$ cat config.mk
export PLATFORM = sky130hd
export DESIGN_NAME = shift_reg_stimulus_flat
export DESIGN_NICKNAME = d
export VERILOG_FILES = /design/src/rtl/shift_reg_stimulus_pkg.sv /design/src/rtl/shift_reg_stimulus_if.sv /design/src/rtl/shift_reg_stimulus_lfsr_gen.sv /design/src/rtl/shift_reg_stimulus.sv /design/src/flat_wrapper.sv
export SDC_FILE = /design/constraint.sdc
export NUM_CORES = 1
export LEC_CHECK = 0
export CAP_MARGIN = 15
export CORE_AREA = 2 2 52 54
export CTS_CLUSTER_DIAMETER = 200
export DETAILED_ROUTE_END_ITERATION = 8
export DIE_AREA = 0 0 54 56
export GPL_TIMING_DRIVEN = 0
export PLACE_DENSITY = 0.73
export SYNTH_ARGS = -nofsm -noshare
export SYNTH_HDL_FRONTEND = slang
export SYNTH_SLANG_ARGS = --single-unit
$ cat constraint.sdc
create_clock -name CLK -period 2.35 [get_ports CLK]
set_clock_uncertainty 0.1 [all_clocks]
set_input_delay 0.5875 -clock CLK [delete_from_list [all_inputs] [get_ports CLK]]
set_output_delay 0.5875 -clock CLK [all_outputs]
set_load 0.05 [all_outputs]
$ cat src/rtl/shift_reg_stimulus_pkg.sv
`default_nettype none
// +-----------------------------------------------------------------------+
// | Module   : shift_reg_stimulus_pkg                                     |
// | Purpose  : Shared definitions for the shift-register stimulus block.  |
// |            Holds the register mode encodings, the sequencer state     |
// |            encodings and the LFSR tap positions.                      |
// | Revision : 1.0 - initial release                                      |
// +-----------------------------------------------------------------------+
package shift_reg_stimulus_pkg;

  // Register mode encodings, shared by both register implementations
  localparam logic [1:0] MODE_HOLD = 2'b00;
  localparam logic [1:0] MODE_SHR  = 2'b01;
  localparam logic [1:0] MODE_SHL  = 2'b10;
  localparam logic [1:0] MODE_LOAD = 2'b11;

  // Sequencer states
  localparam int STATE_W = 3;
  typedef logic [STATE_W-1:0] state_t;

  localparam state_t ST_IDLE = 3'd0;
  localparam state_t ST_LOAD = 3'd1;
  localparam state_t ST_SHR  = 3'd2;
  localparam state_t ST_SHL  = 3'd3;
  localparam state_t ST_HOLD = 3'd4;
  localparam state_t ST_DIS  = 3'd5;
  localparam state_t ST_FIN  = 3'd6;

  // x^4 + x^3 + 1: feedback is q[3] ^ q[2], shifted in at the LSB
  localparam int LFSR_TAP_HI = 3;
  localparam int LFSR_TAP_LO = 2;

endpackage
`default_nettype wire

$ cat src/rtl/shift_reg_stimulus_if.sv
`default_nettype none
// +-----------------------------------------------------------------------+
// | Module   : shift_reg_stimulus_if                                      |
// | Purpose  : Control and data bundle between the stimulus sequencer     |
// |            (master/writer) and the shift register (slave/reader).     |
// | Revision : 1.0 - initial release                                      |
// +-----------------------------------------------------------------------+
interface shift_reg_stimulus_if #(
  parameter int WIDTH = 4
);
  logic             START;
  logic             STALL;
  logic             ENB;
  logic [1:0]       MODO;
  logic [WIDTH-1:0] D;
  logic             S_IN;
  logic             BUSY;
  logic             DONE;

  // Sequencer side: takes run control, drives the register inputs
  modport master (
    input  START, STALL,
    output ENB, MODO, D, S_IN, BUSY, DONE
  );

  // Register side: consumes the generated stimulus
  modport slave (
    input  ENB, MODO, D, S_IN, BUSY, DONE
  );
endinterface
`default_nettype wire

$ cat src/rtl/shift_reg_stimulus_lfsr_gen.sv
`default_nettype none
// +-----------------------------------------------------------------------+
// | Module   : lfsr_gen                                                   |
// | Purpose  : Fibonacci LFSR producing pseudo-random register data.      |
// |            Loads SEED on request, otherwise steps when advanced.      |
// | Revision : 1.0 - initial release                                      |
// +-----------------------------------------------------------------------+
module lfsr_gen
  import shift_reg_stimulus_pkg::*;
#(
  parameter int               WIDTH = 4,
  parameter logic [WIDTH-1:0] SEED  = WIDTH'(4'b1011)
) (
  input  wire logic             CLK,
  input  wire logic             RESET,
  input  wire logic             load,
  input  wire logic             advance,
  output      logic [WIDTH-1:0] q
);

  // Shift left, feedback bit enters at the LSB; load wins over advance
  always_ff @(posedge CLK or posedge RESET) begin
    if (RESET) begin
      q <= '0;
    end else if (load) begin
      q <= SEED;
    end else if (advance) begin
      q <= {q[WIDTH-2:0], q[LFSR_TAP_HI] ^ q[LFSR_TAP_LO]};
    end
  end

endmodule
`default_nettype wire

$ cat src/rtl/shift_reg_stimulus.sv
`default_nettype none
// +-----------------------------------------------------------------------+
// | Module   : shift_reg_stimulus                                         |
// | Purpose  : Self-running stimulus sequencer for the 4-bit universal    |
// |            shift register. Walks LOAD, SHR, SHL, HOLD, DIS for a      |
// |            number of passes with LFSR data, then pulses DONE.         |
// | Revision : 1.0 - initial release                                      |
// +-----------------------------------------------------------------------+
module shift_reg_stimulus
  import shift_reg_stimulus_pkg::*;
#(
  parameter int               WIDTH           = 4,
  parameter logic [WIDTH-1:0] SEED            = WIDTH'(4'b1011),
  parameter int               CYCLES_PER_MODE = 8,
  parameter int               NUM_PASSES      = 2
) (
  input  wire logic           CLK,
  input  wire logic           RESET,
  shift_reg_stimulus_if.master bus
);

  localparam int PH_W = $clog2(CYCLES_PER_MODE) + 1;
  localparam int PS_W = $clog2(NUM_PASSES) + 1;
  localparam logic [PH_W-1:0] PH_LAST = PH_W'(CYCLES_PER_MODE - 1);
  localparam logic [PS_W-1:0] PS_LAST = PS_W'(NUM_PASSES - 1);

  state_t            state, state_next;
  logic [PH_W-1:0]   phase_cnt, phase_next;
  logic [PS_W-1:0]   pass_cnt, pass_next;
  logic              lfsr_load, lfsr_adv;
  logic [WIDTH-1:0]  lfsr_q, lfsr_after;

  logic              enb_next, busy_next, done_next;
  logic [1:0]        modo_next;
  logic [WIDTH-1:0]  d_next;
  logic              enb_r, busy_r, done_r;
  logic [1:0]        modo_r;
  logic [WIDTH-1:0]  d_r;

  lfsr_gen #(
    .WIDTH (WIDTH),
    .SEED  (SEED)
  ) u_lfsr (
    .CLK     (CLK),
    .RESET   (RESET),
    .load    (lfsr_load),
    .advance (lfsr_adv),
    .q       (lfsr_q)
  );

  // Value the LFSR will hold after this edge; D mirrors it so D stays registered
  assign lfsr_after = lfsr_load ? SEED :
                      lfsr_adv  ? {lfsr_q[WIDTH-2:0], lfsr_q[LFSR_TAP_HI] ^ lfsr_q[LFSR_TAP_LO]} :
                                  lfsr_q;

  // State and counter register
  always_ff @(posedge CLK or posedge RESET) begin
    if (RESET) begin
      state     <= ST_IDLE;
      phase_cnt <= '0;
      pass_cnt  <= '0;
    end else begin
      state     <= state_next;
      phase_cnt <= phase_next;
      pass_cnt  <= pass_next;
    end
  end

  // Next-state: phase sequencing, pass counting, LFSR control; STALL freezes all
  always_comb begin
    state_next = state;
    phase_next = phase_cnt;
    pass_next  = pass_cnt;
    lfsr_load  = 1'b0;
    lfsr_adv   = 1'b0;
    if (state == ST_IDLE) begin
      if (bus.START) begin
        state_next = ST_LOAD;
        phase_next = '0;
        pass_next  = '0;
        lfsr_load  = 1'b1;
      end
    end else if (!bus.STALL) begin
      if (state == ST_FIN) begin
        state_next = ST_IDLE;
        phase_next = '0;
        pass_next  = '0;
      end else begin
        lfsr_adv = 1'b1;
        if (phase_cnt == PH_LAST) begin
          phase_next = '0;
          case (state)
            ST_LOAD: state_next = ST_SHR;
            ST_SHR:  state_next = ST_SHL;
            ST_SHL:  state_next = ST_HOLD;
            ST_HOLD: state_next = ST_DIS;
            ST_DIS: begin
              pass_next = pass_cnt + 1'b1;
              if (pass_cnt == PS_LAST) begin
                // Last cycle of the run: the data word is left where it is
                state_next = ST_FIN;
                lfsr_adv   = 1'b0;
              end else begin
                state_next = ST_LOAD;
              end
            end
            default: state_next = ST_IDLE;
          endcase
        end else begin
          phase_next = phase_cnt + 1'b1;
        end
      end
    end
  end

  // Output decode from the upcoming state, so outputs register with the state
  always_comb begin
    enb_next  = 1'b0;
    modo_next = MODE_HOLD;
    busy_next = 1'b1;
    done_next = 1'b0;
    case (state_next)
      ST_LOAD: begin enb_next = 1'b1; modo_next = MODE_LOAD; end
      ST_SHR:  begin enb_next = 1'b1; modo_next = MODE_SHR;  end
      ST_SHL:  begin enb_next = 1'b1; modo_next = MODE_SHL;  end
      ST_HOLD: begin enb_next = 1'b1; modo_next = MODE_HOLD; end
      ST_DIS:  begin enb_next = 1'b0; modo_next = MODE_LOAD; end
      ST_FIN:  done_next = 1'b1;
      default: busy_next = 1'b0;
    endcase
    d_next = (state_next == ST_IDLE) ? '0 : lfsr_after;
  end

  // Output register
  always_ff @(posedge CLK or posedge RESET) begin
    if (RESET) begin
      enb_r  <= 1'b0;
      modo_r <= MODE_HOLD;
      busy_r <= 1'b0;
      done_r <= 1'b0;
      d_r    <= '0;
    end else begin
      enb_r  <= enb_next;
      modo_r <= modo_next;
      busy_r <= busy_next;
      done_r <= done_next;
      d_r    <= d_next;
    end
  end

  assign bus.ENB  = enb_r;
  assign bus.MODO = modo_r;
  assign bus.D    = d_r;
  assign bus.S_IN = d_r[0];
  assign bus.BUSY = busy_r;
  assign bus.DONE = done_r;

endmodule
`default_nettype wire

$ cat src/flat_wrapper.sv
// flat-port wrapper written by rule: the top's interface ports become plain ports
module shift_reg_stimulus_flat import shift_reg_stimulus_pkg::*;
#(
  parameter int               WIDTH           = 4,
  parameter logic [WIDTH-1:0] SEED            = WIDTH'(4'b1011),
  parameter int               CYCLES_PER_MODE = 8,
  parameter int               NUM_PASSES      = 2
)
  (CLK, RESET, bus_START, bus_STALL, bus_ENB, bus_MODO, bus_D, bus_S_IN, bus_BUSY, bus_DONE);
  shift_reg_stimulus_if #(.WIDTH(WIDTH)) bus_i ();
  input  wire logic CLK;
  input  wire logic RESET;
  input wire logic [$bits(bus_i.START)-1:0] bus_START;
  input wire logic [$bits(bus_i.STALL)-1:0] bus_STALL;
  output wire logic [$bits(bus_i.ENB)-1:0] bus_ENB;
  output wire logic [$bits(bus_i.MODO)-1:0] bus_MODO;
  output wire logic [$bits(bus_i.D)-1:0] bus_D;
  output wire logic [$bits(bus_i.S_IN)-1:0] bus_S_IN;
  output wire logic [$bits(bus_i.BUSY)-1:0] bus_BUSY;
  output wire logic [$bits(bus_i.DONE)-1:0] bus_DONE;
  assign bus_i.START = bus_START;
  assign bus_i.STALL = bus_STALL;
  assign bus_ENB = bus_i.ENB;
  assign bus_MODO = bus_i.MODO;
  assign bus_D = bus_i.D;
  assign bus_S_IN = bus_i.S_IN;
  assign bus_BUSY = bus_i.BUSY;
  assign bus_DONE = bus_i.DONE;
  shift_reg_stimulus #(.WIDTH(WIDTH), .SEED(SEED), .CYCLES_PER_MODE(CYCLES_PER_MODE), .NUM_PASSES(NUM_PASSES)) u_core (.CLK(CLK), .RESET(RESET), .bus(bus_i));
endmodule
==> reports/qor.csv <==
metric,value,unit
outcome,"finished, final reports clean",
setup_viol,0,
min_from,u_core.pass_cnt[1],
synthCells,101,
area_growth,18.36,%
syn_area_per_cell,11.00,sq um
final_nets,125,
antenna_found_initial,0,
ff2ff_setup_slack,0.15,ns
seq_area_frac_synth,49.55,%
synth-edff-count,0,
worst_slack,0.1240,ns
fp.dieArea,3024,sq um
fill_cells,225,
core_area,2432,sq um
placed_cell_area,1269,sq um
slowest_delay,0.78,ns
avgViaCountPerCell,5.250,
io_buffers,12,
final_area,1315,sq um
dr_total_vias,777,
r2r_start,u_core.phase_cnt[0],
path_clk_slew,0.11,ns
powerDensity,1332,nW/um^2
place_congestion,0.7212,
crit_arrival,1.54,ns
maxSlewViolCount,0,
globalRouteTotalUtil,14.55,%
p_sw,763.7,uW
dp_hpwl,1436,um
p_sw_share,43.59,%
rows,18,
synth_area,1111,sq um
wl,1917,um
leakagePower,0.0005293,uW
pwr-share-seq,37.2,%
initial_core_util,45.68,%
ant_nets,0,
pre_cts_ws,-0.1004,ns
grt_start_max_net_pins,23,
synth_nets,107,
ios,14,
internal-power,988.2,uW
max-slew-margin-rel,44.80,%
first_pass_iters,3,
vdd_drop_max,0.8677,mV
clockPowerShare,11.7,%
yosysUniqueCellTypes,38,
clk_latency,0.30,ns
reg2regPathDepth,7,
synth-async-reset-ratio,100.0,%
diodes,0,
cp.buffers_inverters,2,
min_to,u_core.pass_cnt[1],
endpoint_kind,output pin,
slowest_stage,clkdlybuf4s50_1,
cp_max_fo,2,
die_x,54,um
design_power_total,1752,uW
clock_path_buffers,2,
path_cells,"buf_4, clkdlybuf4s50_1",
path_class,reg -> out,
grt_pass1_wl,3208,um
hold_path.class,reg -> reg,
drtIter0Drc,1,
holdPathStages,1,
hold_violations,0,
cts_tree,built,
worst_pin_slew,0.8271,ns
synth_ff_type,dfrtp_1,
die_h,56,um
cp-start-kind,flip-flop,
cts.sinks,22,
rsz0062_at_grt,no,
cp_data_required_time,1.66,ns
cts_root_buf,clkbuf_4,
r2r_end,u_core.bus.D[0],
wl_per_cell,12.95,um
drive_gt1_share,13.56,%
drc,0,
max_freq,449.2,MHz
post-route-period-util,94.72,%
crit_family,buffers and inverters,
pwr-share-comb,51.0,%
numCtsBuffers,3,
yosys_register_bits,22,
dp_cells,143,
yosysWarnings,0,
min_period,2.226,ns
cap_violations,0,
grt_pass1_vias,762,
overflow,0,
cts_hold_buf,0,
stdcell_count,148,
htreeDepth,1,
## worst register-to-register path: stages (launching register included)
cell      delay [ns]
dfrtp_1         0.41
ha_2            0.25
nor4bb_4        0.27
mux2_1          0.35
a211o_1         0.28
buf_6           0.14
nor3_4          0.20
a211oi_1        0.07
## metrics by stage
step,setup TNS [ns],util [%],hold slack [ns]
floorplan,0,-,0.3561
global placement,-0.2077,52.16,0.3773
finish,0,54.06,0.4057
global route,0,54.06,0.4303
CTS,0,53.96,0.4095
detailed placement,-0.4235,52.16,0.3829
## registers in the layout, summed over array words and instances, names as in the netlist
| register | flops |
|---|---|
| u_core.bus.BUSY | 1 |
| u_core.bus.D | 4 |
| u_core.bus.DONE | 1 |
| u_core.bus.ENB | 1 |
| u_core.bus.MODO | 2 |
| u_core.pass_cnt | 2 |
| u_core.phase_cnt | 4 |
| u_core.state | 3 |
| u_core.u_lfsr.q | 4 |
## area by class of cell
type                    count  area, sq um  area share [%]
multi-input cells          73        518.0           39.39
plain buffers               4        37.54           2.854
well taps                  30        37.54           2.854
clock buffers               4        36.28           2.759
flip-flops and latches     22        550.5           41.86
inverters                   2        7.507          0.5709
repair buffers             13        127.6           9.705
## cells by family after synthesis
kind of cell / Yosys count / synth area share, %
compound gates: 21 / 13.06
xor+xnor: 2 / 1.577
fa+ha+maj: 2 / 2.252
buf+inv: 6 / 4.054
flops: 22 / 49.55
mux: 5 / 4.617
simple gates: 43 / 24.89
## layout by cell type, fill, tap and decap left out, drive strengths merged, types with 2 or more instances in the layout
cell type,n
buf,4
dfrtp,22
o211ai,2
nor2,10
nor2b,3
nand3,4
nand2,9
a21oi,4
inv,2
and3,2
mux2i,4
xnor2,2
clkbuf,5
o21ai,8
nor3,5
a211oi,2
nand2b,2
ha,2
clkdlybuf4s50,12
and2,2
## layer usage
metal | track usage, % | wire length (um)
met3 | 2.419 | 54
met4 | 8.929 | 34
met1 | 17.53 | 852
met2 | 23.34 | 975
met5 | 0 | 0
## power by group through the flow
stage	clock (uW)	combinational [uW]	sequential [uW]
2_1_floorplan	0	466	852
3_3_place_gp	0	878	648
3_5_place_dp	0	899	658
4_1_cts	212	903	650
5_1_grt	229	972	672
6_report	205	894	652
## cells in the mapped netlist, types with 4 or more instances
cell type | n | share of area [%]
nand3_1 | 4 | 1.8
o21ai_0 | 8 | 3.6
dfrtp_1 | 22 | 50
mux2i_1 | 4 | 3.6
nand2_1 | 9 | 3.0
a21oi_1 | 4 | 1.8
nor2_1 | 10 | 3.4
## worst max-delay path by stage
stage,startpoint,endpoint,slack (ns),cells past startpoint
4_1_cts,u_core.phase_cnt[0],u_core.bus.D[0],0.03,7
3_5_place_dp,u_core.phase_cnt[0],u_core.bus.D[0],-0.10,7
5_1_grt,u_core.phase_cnt[0],u_core.bus.D[0],0.02,7
3_3_place_gp,bus_STALL,u_core.bus.D[0],-0.06,7
2_1_floorplan,bus_STALL,u_core.bus.D[0],0.04,7
6_report,u_core.bus.D[0],bus_D[0],0.12,2
## timing repair
| item | 4_1_cts | 5_1_grt |
|---|---|---|
| gates resized for setup | 0 | 1 |
| endpoints found under the setup margin | 5 | 5 |
| pin swaps | 1 | 1 |
| gates cloned | 0 | 0 |
| endpoints found under the hold margin | 0 | 0 |
| setup buffers | 1 | 0 |
Note: power is estimated with default switching activity, not from simulation.
==> RTL edit: new RTL, same flow settings <==
The package constant `STATE_W` goes from 3 to 4.
--- a/src/rtl/shift_reg_stimulus_pkg.sv
+++ b/src/rtl/shift_reg_stimulus_pkg.sv
@@ -16,5 +16,5 @@
 
   // Sequencer states
-  localparam int STATE_W = 3;
+  localparam int STATE_W = 4;
   typedef logic [STATE_W-1:0] state_t;
 
Behaviour: same outputs for any inputs over 10 cycles, from zero or initial values and one cycle with RESET high; that may be too few to reach the edited logic, so the function may still have changed.
==> RTL edit against the unedited design <==
Sequential cell count is 1 higher; area after synthesis grew 15%; utilization is 6.5 points higher; routed wire length up 23%; final cell count increased by 12%; fmax is 2.8% lower; setup slack worse by 0.063 ns; power rose by 10%; worst hold slack worse by 0.012 ns; die area did not move; design area rose by 12%.
==> RTL edit: results (changes against the unedited design) <==
| Metric | Value |
|---|---|
| R2r worst-path depth | 6 (was 7) |
| Vias in the first global route | 914 (was 762) |
| Post-CTS setup buffers | 0 (was 1) |
| M1 WL | 1140 um (was 852 um) |
| Post-DP Area | 1446 um2 (was 1269 um2) |
| # fillers | 221 (was 225) |
| Routed wl met2 | 1095 um (was 975 um) |
| Worst setup path start | bus_STALL (was u_core.bus.D[0]) |
| Syn_nets | 125 (was 107) |
| Nets | 143 (was 125) |
| Clock power frac | 0.093 (was 0.117) |
| GR met1 Demand/Resource | 0.2423 (was 0.1753) |
| Status | complete, no violations (unchanged) |
| Layout cell share with drive strength beyond 1 | 0.1765 (was 0.1356) |
| Routability cong. | 0.8401 (was 0.7212) |
| First drt pass iteration count | 4 (was 3) |
| Slew HR | 0.4350 (was 0.4480) |
| Met2 usage | 0.2613 (was 0.2334) |
| Crit end category | flip-flop (was output pin) |
| Max VDD drop | 0.8814 mV (was 0.8677 mV) |
| Routed wl met3 | 78 um (was 54 um) |
| 1st-iter DRT viols | 21 (was 1) |
| Power Density | 1311 nW/um2 (was 1332 nW/um2) |
| Total track usage | 0.1735 (was 0.1455) |
| Routed WL per cell | 14.16 um (was 12.95 um) |
| Largest cells by area after synthesis | dfrtp_1 45%, mux2i_1 4.7%, nand2_1 3.5% (was dfrtp_1 50%, mux2i_1 3.6%, o21ai_0 3.6%) |
| HPWL after DPL | 1713 um (was 1436 um) |
| Pre-CTS setup slack | -0.2636 ns (was -0.1004 ns) |
| Largest net degree at the start of global routing | 24 (was 23) |
| First-pass GRT wire length | 3926 um (was 3208 um) |
| Worst-path fanout max | 10 (was 2) |
| Crit-path max cell delay | 0.51 ns (was 0.78 ns) |
| Unique masters post-synth | 49 (was 38) |
| Post-route insts no fill | 166 (was 148) |
| Vias per inst | 5.723 (was 5.250) |
| IO buf count | 13 (was 12) |
| Logic gate share of total power | 0.572 (was 0.510) |
| Hold path startpoint | u_core.pass_cnt[0] (was u_core.pass_cnt[1]) |
-- RTL edit: changes by cell type after synthesis, moves of 3 or more --
cell	delta
nand2_1	+3
nand3_1	-3
o21ai_1	+3
or3_1	+3
-- RTL edit: kinds of logic (layout without fill, tap and decap cells) --
| kind of cell | after synthesis | after routing | synth area share |
|---|---|---|---|
| simple gates | 44 | 44 | 0.2114 |
| compound gates | 32 | 32 | 0.2094 |
| flops | 23 | 23 | 0.4501 |
| buf+inv | 10 | 27 | 0.04892 |
| mux | 6 | 6 | 0.04697 |
| fa+ha+maj | 2 | 2 | 0.01957 |
| xor+xnor | 2 | 2 | 0.01370 |
-- RTL edit: area by class of cell --
cell class | count | area, um2 | area share
Multi-Input combinational cell | 86 | 640.6 | 0.4350
Sequential cell | 23 | 575.6 | 0.3908
Timing Repair Buffer | 13 | 130.1 | 0.08836
Buffer | 6 | 47.55 | 0.03229
Tap cell | 30 | 37.54 | 0.02549
Clock buffer | 4 | 26.28 | 0.01784
Inverter | 4 | 15.01 | 0.01020
-- RTL edit: path summary, 6_finish.rpt --
path | endpoint | slack (ns)
setup / recovery | u_core.bus.MODO[0] | 0.06
hold / removal | u_core.pass_cnt[0] | 0.39
setup reg to reg | u_core.bus.MODO[0] | 0.27
hold reg to reg | u_core.pass_cnt[0] | 0.39
max in group asynchronous | u_core.state[0] | 0.99
min in group asynchronous | u_core.phase_cnt[0] | 0.63
-- RTL edit: worst max-delay path, delay by kind of cell --
kind | cells | cell delay, ns
buffers and inverters | 2 | 0.73
AND/OR/NAND/NOR | 2 | 0.64
AO/OA/AOI/OAI | 2 | 0.46
